**src/rtl/mem_access_arbiter.sv**
```systemverilog
// Round-robin arbiter sharing one MOV/MOC memory port between
// instruction fetch and data load/store, with alignment and timeout checks.
module mem_access_arbiter #(
    parameter int TIMEOUT = 16
) (
    input  logic        clk,
    input  logic        reset,
    input  logic        i_req,
    input  logic [31:0] i_addr,
    output logic [31:0] i_rdata,
    output logic        i_moc,
    output logic        i_err,
    input  logic        d_req,
    input  logic        d_rw,
    input  logic [1:0]  d_size,
    input  logic [31:0] d_addr,
    input  logic [31:0] d_wdata,
    output logic [31:0] d_rdata,
    output logic        d_moc,
    output logic        d_err,
    output logic        m_mov,
    output logic        m_rw,
    output logic [1:0]  m_size,
    output logic [31:0] m_addr,
    output logic [31:0] m_wdata,
    input  logic [31:0] m_rdata,
    input  logic        m_moc,
    output logic [1:0]  grant,
    output logic        busy
);

    typedef enum logic [1:0] {
        IDLE,
        WAIT,
        RELEASE,
        ERR
    } state_t;

    localparam int CW = (TIMEOUT > 1) ? $clog2(TIMEOUT) : 1;
    localparam logic [CW-1:0] LIM = CW'((TIMEOUT > 0) ? TIMEOUT - 1 : 0);
    localparam logic [1:0] G_I = 2'b01;
    localparam logic [1:0] G_D = 2'b10;

    state_t        state, state_n;
    logic          last_d, last_d_n;
    logic [CW-1:0] cnt, cnt_n;

    logic [31:0] i_rdata_n, d_rdata_n;
    logic        i_moc_n, i_err_n, d_moc_n, d_err_n;
    logic        m_mov_n, m_rw_n;
    logic [1:0]  m_size_n;
    logic [31:0] m_addr_n, m_wdata_n;
    logic [1:0]  grant_n;
    logic        busy_n;

    logic pick_i;
    logic i_fault;
    logic d_fault;

    always_comb begin
        d_fault = 1'b1;
        case (d_size)
            2'b00:   d_fault = 1'b0;
            2'b01:   d_fault = d_addr[0];
            2'b10:   d_fault = |d_addr[1:0];
            default: d_fault = 1'b1;
        endcase
    end

    // I wins a tie unless it was the last successful owner
    assign pick_i  = i_req && (!d_req || last_d);
    assign i_fault = |i_addr[1:0];

    always_comb begin
        state_n   = state;
        last_d_n  = last_d;
        cnt_n     = cnt;
        i_rdata_n = i_rdata;
        d_rdata_n = d_rdata;
        i_moc_n   = 1'b0;
        i_err_n   = 1'b0;
        d_moc_n   = 1'b0;
        d_err_n   = 1'b0;
        m_mov_n   = m_mov;
        m_rw_n    = m_rw;
        m_size_n  = m_size;
        m_addr_n  = m_addr;
        m_wdata_n = m_wdata;
        grant_n   = grant;

        unique case (state)
            IDLE: begin
                if (pick_i) begin
                    grant_n = G_I;
                    if (i_fault) begin
                        i_err_n = 1'b1;
                        state_n = ERR;
                    end else begin
                        m_mov_n   = 1'b1;
                        m_rw_n    = 1'b1;
                        m_size_n  = 2'b10;
                        m_addr_n  = i_addr;
                        m_wdata_n = '0;
                        last_d_n  = 1'b0;
                        cnt_n     = '0;
                        state_n   = WAIT;
                    end
                end else if (d_req) begin
                    grant_n = G_D;
                    if (d_fault) begin
                        d_err_n = 1'b1;
                        state_n = ERR;
                    end else begin
                        m_mov_n   = 1'b1;
                        m_rw_n    = d_rw;
                        m_size_n  = d_size;
                        m_addr_n  = d_addr;
                        m_wdata_n = d_wdata;
                        last_d_n  = 1'b1;
                        cnt_n     = '0;
                        state_n   = WAIT;
                    end
                end
            end
            WAIT: begin
                if (m_moc) begin
                    m_mov_n = 1'b0;
                    state_n = RELEASE;
                    if (grant == G_D) begin
                        d_moc_n = 1'b1;
                        if (m_rw) d_rdata_n = m_rdata;
                    end else begin
                        i_moc_n = 1'b1;
                        if (m_rw) i_rdata_n = m_rdata;
                    end
                end else if ((TIMEOUT > 0) && (cnt == LIM)) begin
                    m_mov_n = 1'b0;
                    state_n = RELEASE;
                    if (grant == G_D) d_err_n = 1'b1;
                    else              i_err_n = 1'b1;
                end else begin
                    cnt_n = cnt + CW'(1);
                end
            end
            // a MOC still high here belongs to the finished access
            RELEASE: begin
                if (!m_moc) begin
                    state_n = IDLE;
                    grant_n = '0;
                end
            end
            ERR: begin
                state_n = IDLE;
                grant_n = '0;
            end
        endcase

        busy_n = (state_n != IDLE);
    end

    always_ff @(posedge clk or posedge reset) begin
        if (reset) begin
            state   <= IDLE;
            last_d  <= 1'b1;
            cnt     <= '0;
            i_rdata <= '0;
            d_rdata <= '0;
            i_moc   <= 1'b0;
            i_err   <= 1'b0;
            d_moc   <= 1'b0;
            d_err   <= 1'b0;
            m_mov   <= 1'b0;
            m_rw    <= 1'b0;
            m_size  <= '0;
            m_addr  <= '0;
            m_wdata <= '0;
            grant   <= '0;
            busy    <= 1'b0;
        end else begin
            state   <= state_n;
            last_d  <= last_d_n;
            cnt     <= cnt_n;
            i_rdata <= i_rdata_n;
            d_rdata <= d_rdata_n;
            i_moc   <= i_moc_n;
            i_err   <= i_err_n;
            d_moc   <= d_moc_n;
            d_err   <= d_err_n;
            m_mov   <= m_mov_n;
            m_rw    <= m_rw_n;
            m_size  <= m_size_n;
            m_addr  <= m_addr_n;
            m_wdata <= m_wdata_n;
            grant   <= grant_n;
            busy    <= busy_n;
        end
    end

endmodule

```
**config.mk**
```make
export PLATFORM = sky130hd
export DESIGN_NAME = mem_access_arbiter
export DESIGN_NICKNAME = d
export VERILOG_FILES = /design/src/rtl/mem_access_arbiter.sv
export SDC_FILE = /design/constraint.sdc
export NUM_CORES = 1
export LEC_CHECK = 0
export CORE_MARGIN = 10
export CORE_UTILIZATION = 44
export CTS_CLUSTER_DIAMETER = 120
export DETAILED_ROUTE_END_ITERATION = 10
export PLACE_DENSITY = 0.95
export SKIP_LAST_GASP = 1
export SLEW_MARGIN = 10
export SYNTH_ARGS = -nofsm -noshare
export SYNTH_HDL_FRONTEND = slang
export SYNTH_SLANG_ARGS = --single-unit
```
**constraint.sdc**
```tcl
create_clock -name clk -period 7.1 [get_ports clk]
set_input_delay 1.42 -clock clk [delete_from_list [all_inputs] [get_ports clk]]
set_output_delay 1.42 -clock clk [all_outputs]
set_load 0.03 [all_outputs]
```
**Word level (Yosys, flattened, before mapping)**

Index checks and enable logic that the tools add are counted.

- Bits in registers: 146
- Input bits: 136
- Word-level logic and storage cells: 112

- Add/sub/neg operators: 1
- Equal/unequal tests: 16
- Mux-type cells: 61
- Bitwise gates (word level): 1
- Reduce and logical (&&, ||, !) cells: 17

Operator list:

| kind | count |
|---|---|
| 32-bit 2-to-1 mux | 8 |
| 2-bit 2-to-1 mux | 14 |
| 1-bit 2-to-1 mux | 26 |
| 4-bit 2-to-1 mux | 6 |
| 3-bit inequality test (second input constant) | 4 |
| 4-bit AND reduction | 3 |
| 2-bit inequality test (second input constant) | 5 |
| 2-bit == test (second input constant) | 4 |
| 2-bit one-hot mux with 4 select lines | 1 |
| 4-bit one-hot mux with 2 select lines | 1 |
| 1-bit one-hot mux with 2 select lines | 3 |
| 2-bit one-hot mux with 3 select lines | 1 |
| 6-bit AND reduction | 1 |
| 2-bit nonzero test | 3 |
| 5-bit AND reduction | 1 |
| 4-bit by 1-bit adder with 4-bit output (second input constant) | 1 |
| 2-bit by 1-bit == test with 1-bit output (second input constant) | 2 |
| 4-bit == test (second input constant) | 1 |
| 2-bit logical NOT | 2 |
| 2-bit OR reduction | 2 |
| 1-bit one-hot mux with 3 select lines | 1 |
| 3-bit AND reduction | 1 |
| 3-bit nonzero test | 1 |
| 1-bit logical AND | 1 |
| 3 further kinds | 3 |

**Depth between registers and ports, before layout**

- Word-level depth: 7
- Gate-level depth with buffers: 8
- Gate-level depth less buffers: 6

**Worst setup path after synthesis**

No wires, ideal clock.

- Path kind: input to register
- From: input port d_addr[1]
- To: register m_wdata[10]
- Arrival time: 2.604 ns
- Slack: 4.375 ns
- Cell stages on the path: 6
- Buffers on the path: 2
- Path through: o21a_1 o22ai_1 o211ai_1 buf_2 buf_2 a22o_1

- Longest elaborated chain between the ends: 4

RTL lines:

| element | RTL line | text |
|---|---|---|
| start, declared | 16 | `input logic [31:0] d_addr,` |
| 2-bit OR reduction | 65 | `2'b10: d_fault = \|d_addr[1:0];` |
| 1-bit one-hot mux with 3 select lines | 62 | `case (d_size)` |
| 2-bit inequality test (no source line) | - |  |
| 4-bit AND reduction (no source line) | - |  |
| end signal, assigned | 193 | `m_wdata <= m_wdata_n;` |
| end, declared | 25 | `output logic [31:0] m_wdata,` |

No other way between the ends.
A chain may end at the register's enable or synchronous reset.

**Final worst setup path**

- From: input port d_req
- To: register m_addr[13]

- Longest elaborated chain between the ends: 5
- Elaborated cells between the ends (all ways): 8
- Classes of those cells: eq/ne: 2; mux: 1; reduce/logical: 5

RTL lines:

| element | RTL line | text |
|---|---|---|
| start, declared | 13 | `input logic d_req,` |
| 1-bit logical NOT | 71 | `assign pick_i = i_req && (!d_req \|\| last_d);` |
| 1-bit logical OR | 71 |  |
| 1-bit logical AND | 71 |  |
| 2-bit inequality test (no source line) / 2-bit nonzero test (equally long branches) | - |  |
| 4-bit AND reduction (no source line) | - |  |
| end signal, assigned | 192 | `m_addr <= m_addr_n;` |
| end, declared | 24 | `output logic [31:0] m_addr,` |

Several ways; a longest one is shown, not always the timed one.

==> impl_metrics.tcl <==
set metrics [dict create \
    ys_warn_count 0 \
    cts_inserted_buffers 17 \
    syn-mean-instance-area_sq_um 13.3 \
    cap_viol_max_count 0 \
    drc 0 \
    path_clk_slew_ns 0.06 \
    vias 4578 \
    io_buffer_count 274 \
    cpMaxStageDelayCell "buf_4" \
    die_h_um 135 \
    worstSkewPairLatency_ns 0.42 \
    grt_usage_pct 19.5 \
    grt_pass1_vias 5043 \
    final_area_sq_um 9340 \
    async_flop_share_pct 100 \
    cts_htree_levels 4 \
    final_nets 847 \
    cts.repair.resized 0 \
    hold_path_class "reg -> reg" \
    tns_ns 0 \
    wirelength_mm 17.9 \
    dp_hpwl_mm 13.7 \
    ios 275 \
    syn_inst 440 \
    fin_util_pct 71.1 \
    vias_per_cell 5.10 \
    globalplace.congestion 0.780 \
    diodes 0 \
    cts_setup_buffers 0 \
    syn2layout_area_growth_pct 59.7 \
    min_to "m_addr[5]$_DFFE_PP0P_" \
    worstMarginPinSlew_ns 1.04 \
    fmax_mhz 265 \
    grt_max_degree 102 \
    ys.flop_type "dfrtp_1" \
    hold_path_depth 2 \
    drtIter0Drc 122 \
    path_buf_inv 2 \
    synth_edf_count 0 \
    cts_tree "built" \
    hold_buffers 0 \
    final_cell_mix "clkdlybuf4s50_1 (274), dfrtp_1 (145), mux2_2 (62)" \
    antenna_found_initial 0 \
    r2r-end "m_wdata[20]$_DFFE_PP0P_" \
    critPathKind "in -> reg" \
    synth_seq_cells 146 \
    leakagePower_nw 4.08 \
    root_buffer "clkbuf_16" \
    die_area_sq_um 18300 \
    fin_crit_ns 3.78 \
    overflow 0 \
    required_ns 7.34 \
    outcome "complete, no violations" \
    rsz0062_at_grt "false" \
    clk_path_buf_depth 2 \
    ff2ff_path_depth 5 \
    synth_seq_area_share_pct 62.5 \
    synth_nets 577 \
    critPathTopFamily "buffers and inverters" \
    fin_skew_ns 0.00702 \
    end_kind "flop" \
    numClockSinks 146 \
    hold_viol 0 \
    drv_slew 0 \
    worst_ep_arrival_time_ns 4.02 \
    crit_path_cell_trace "clkdlybuf4s50_1 > nand2b_1 > and2_2 > o211ai_1 > buf_4 > o21ai_0" \
    timing.final.crit_share_pct 53.2 \
    setup_viol 0 \
    rrSetupSlack_ns 4.32 \
    fillers 853 \
    synth_area_sq_um 5850 \
    core_sq_um 13100 \
    die_x_um 135 \
    min-delay-start "m_addr[5]$_DFFE_PP0P_" \
    initial_core_util_pct 44.5 \
    drive_gt1_share_pct 15.0 \
    first_pass_iters 4 \
    dpl_cell_area_sq_um 8720 \
    crit_path_start "d_req" \
    grt_pass1_wl_mm 27.8 \
    cp.depth 6 \
    ant_nets 0 \
    crit_path_max_fanout 101 \
    rows 42 \
    seq_area_sq_um 3650 \
    slew-limit-headroom_pct 30.5 \
    wl_per_cell_um 19.9 \
    layout_commonest_cell "clkdlybuf4s50_1" \
    r2r_start "last_d$_DFFE_PP1P_" \
    multi_input_area_sq_um 2040 \
    synthDistinctLibCells 40 \
    critPathLaunchType "input pin" \
    powerDensity_nw_per_um2 500 \
    irDropWorstVdd_uv 301 \
    critPathMaxStageDelay_ns 0.74 \
]
worst register-to-register path, stage by stage (launching register included):
cell and delay [ns]:
dfstp_2 0.53, nand2b_1 0.16, and2_2 0.86, o211ai_1 0.26, buf_4 0.44, a22o_1 0.42
sequential cells by signal (all words and copies together), names as in the netlist, 2 cells and up:
name     cells
m_addr      32
cnt          4
d_rdata     32
m_wdata     32
i_rdata     32
state        2
grant        2
m_size       2
worst max-delay path by stage:
stage	slack, ns	endpoint
after floorplan	1.76	busy$_DFF_PP0_
after global placement	3.04	m_size[1]$_DFFE_PP0P_
after detailed placement	2.90	m_addr[7]$_DFFE_PP0P_
after CTS	3.33	m_addr[13]$_DFFE_PP0P_
after global routing	3.09	m_addr[17]$_DFFE_PP0P_
final	3.32	m_addr[13]$_DFFE_PP0P_
cell type report:
| type | instances | area share [%] |
|---|---|---|
| sequential | 146 | 39.1 |
| tap | 176 | 2.36 |
| inverter | 7 | 0.335 |
| clock buffer | 18 | 4.70 |
| timing repair buffer | 278 | 29.7 |
| clock inverter | 13 | 1.98 |
| multi-input combinational | 260 | 21.8 |
metal layers:
layer	vias up	track usage, %	part of all wire [%]	wire, um
li1	2109	-	-	-
met1	2227	20.8	38	6810
met2	209	32.6	49	8740
met3	33	8.79	10	1820
met4	0	8.49	2.8	495
met5	-	0	0	0
synth_stat cells, types with 2 or more instances:
cell | count | area (sq um)
o211ai_1 | 2 | 15.0
mux2i_1 | 32 | 320
clkbuf_1 | 2 | 7.51
dfrtp_1 | 145 | 3630
and3_1 | 3 | 18.8
mux2_1 | 2 | 22.5
a22oi_1 | 2 | 15.0
nand3_1 | 2 | 10.0
nand2b_1 | 4 | 25.0
a21oi_1 | 3 | 15.0
inv_1 | 7 | 26.3
mux2_2 | 62 | 698
nor2_1 | 9 | 33.8
o21ai_0 | 42 | 210
a22o_1 | 33 | 289
buf_2 | 23 | 115
nand2_1 | 44 | 165
metrics by stage:
stage	setup slack, ns	power, mW	cells	hold slack, ns
after floorplan	1.76	2.72	440	0.474
after global placement	3.04	3.68	867	0.462
after detailed placement	2.90	3.76	867	0.469
after CTS	3.33	4.72	898	0.482
after global routing	3.09	4.89	898	0.501
final	3.32	4.67	898	0.483
where the power goes:
part / total (mW) / internal, mW / switching, mW
Clock: 0.939 / 0.596 / 0.343
Sequential: 1.46 / 1.22 / 0.235
Combinational: 2.28 / 1.00 / 1.27
cell families (layout without fill, tap and decap cells):
group	after synthesis	count (layout)	share of synthesized area, %
compound gates	92	92	11.1
fa+ha+maj	1	1	0.214
buf+inv	34	316	2.87
flops	146	146	62.5
mux	96	96	17.8
simple gates	71	71	5.54
No activity file was read; power rests on OpenSTA's default activity.
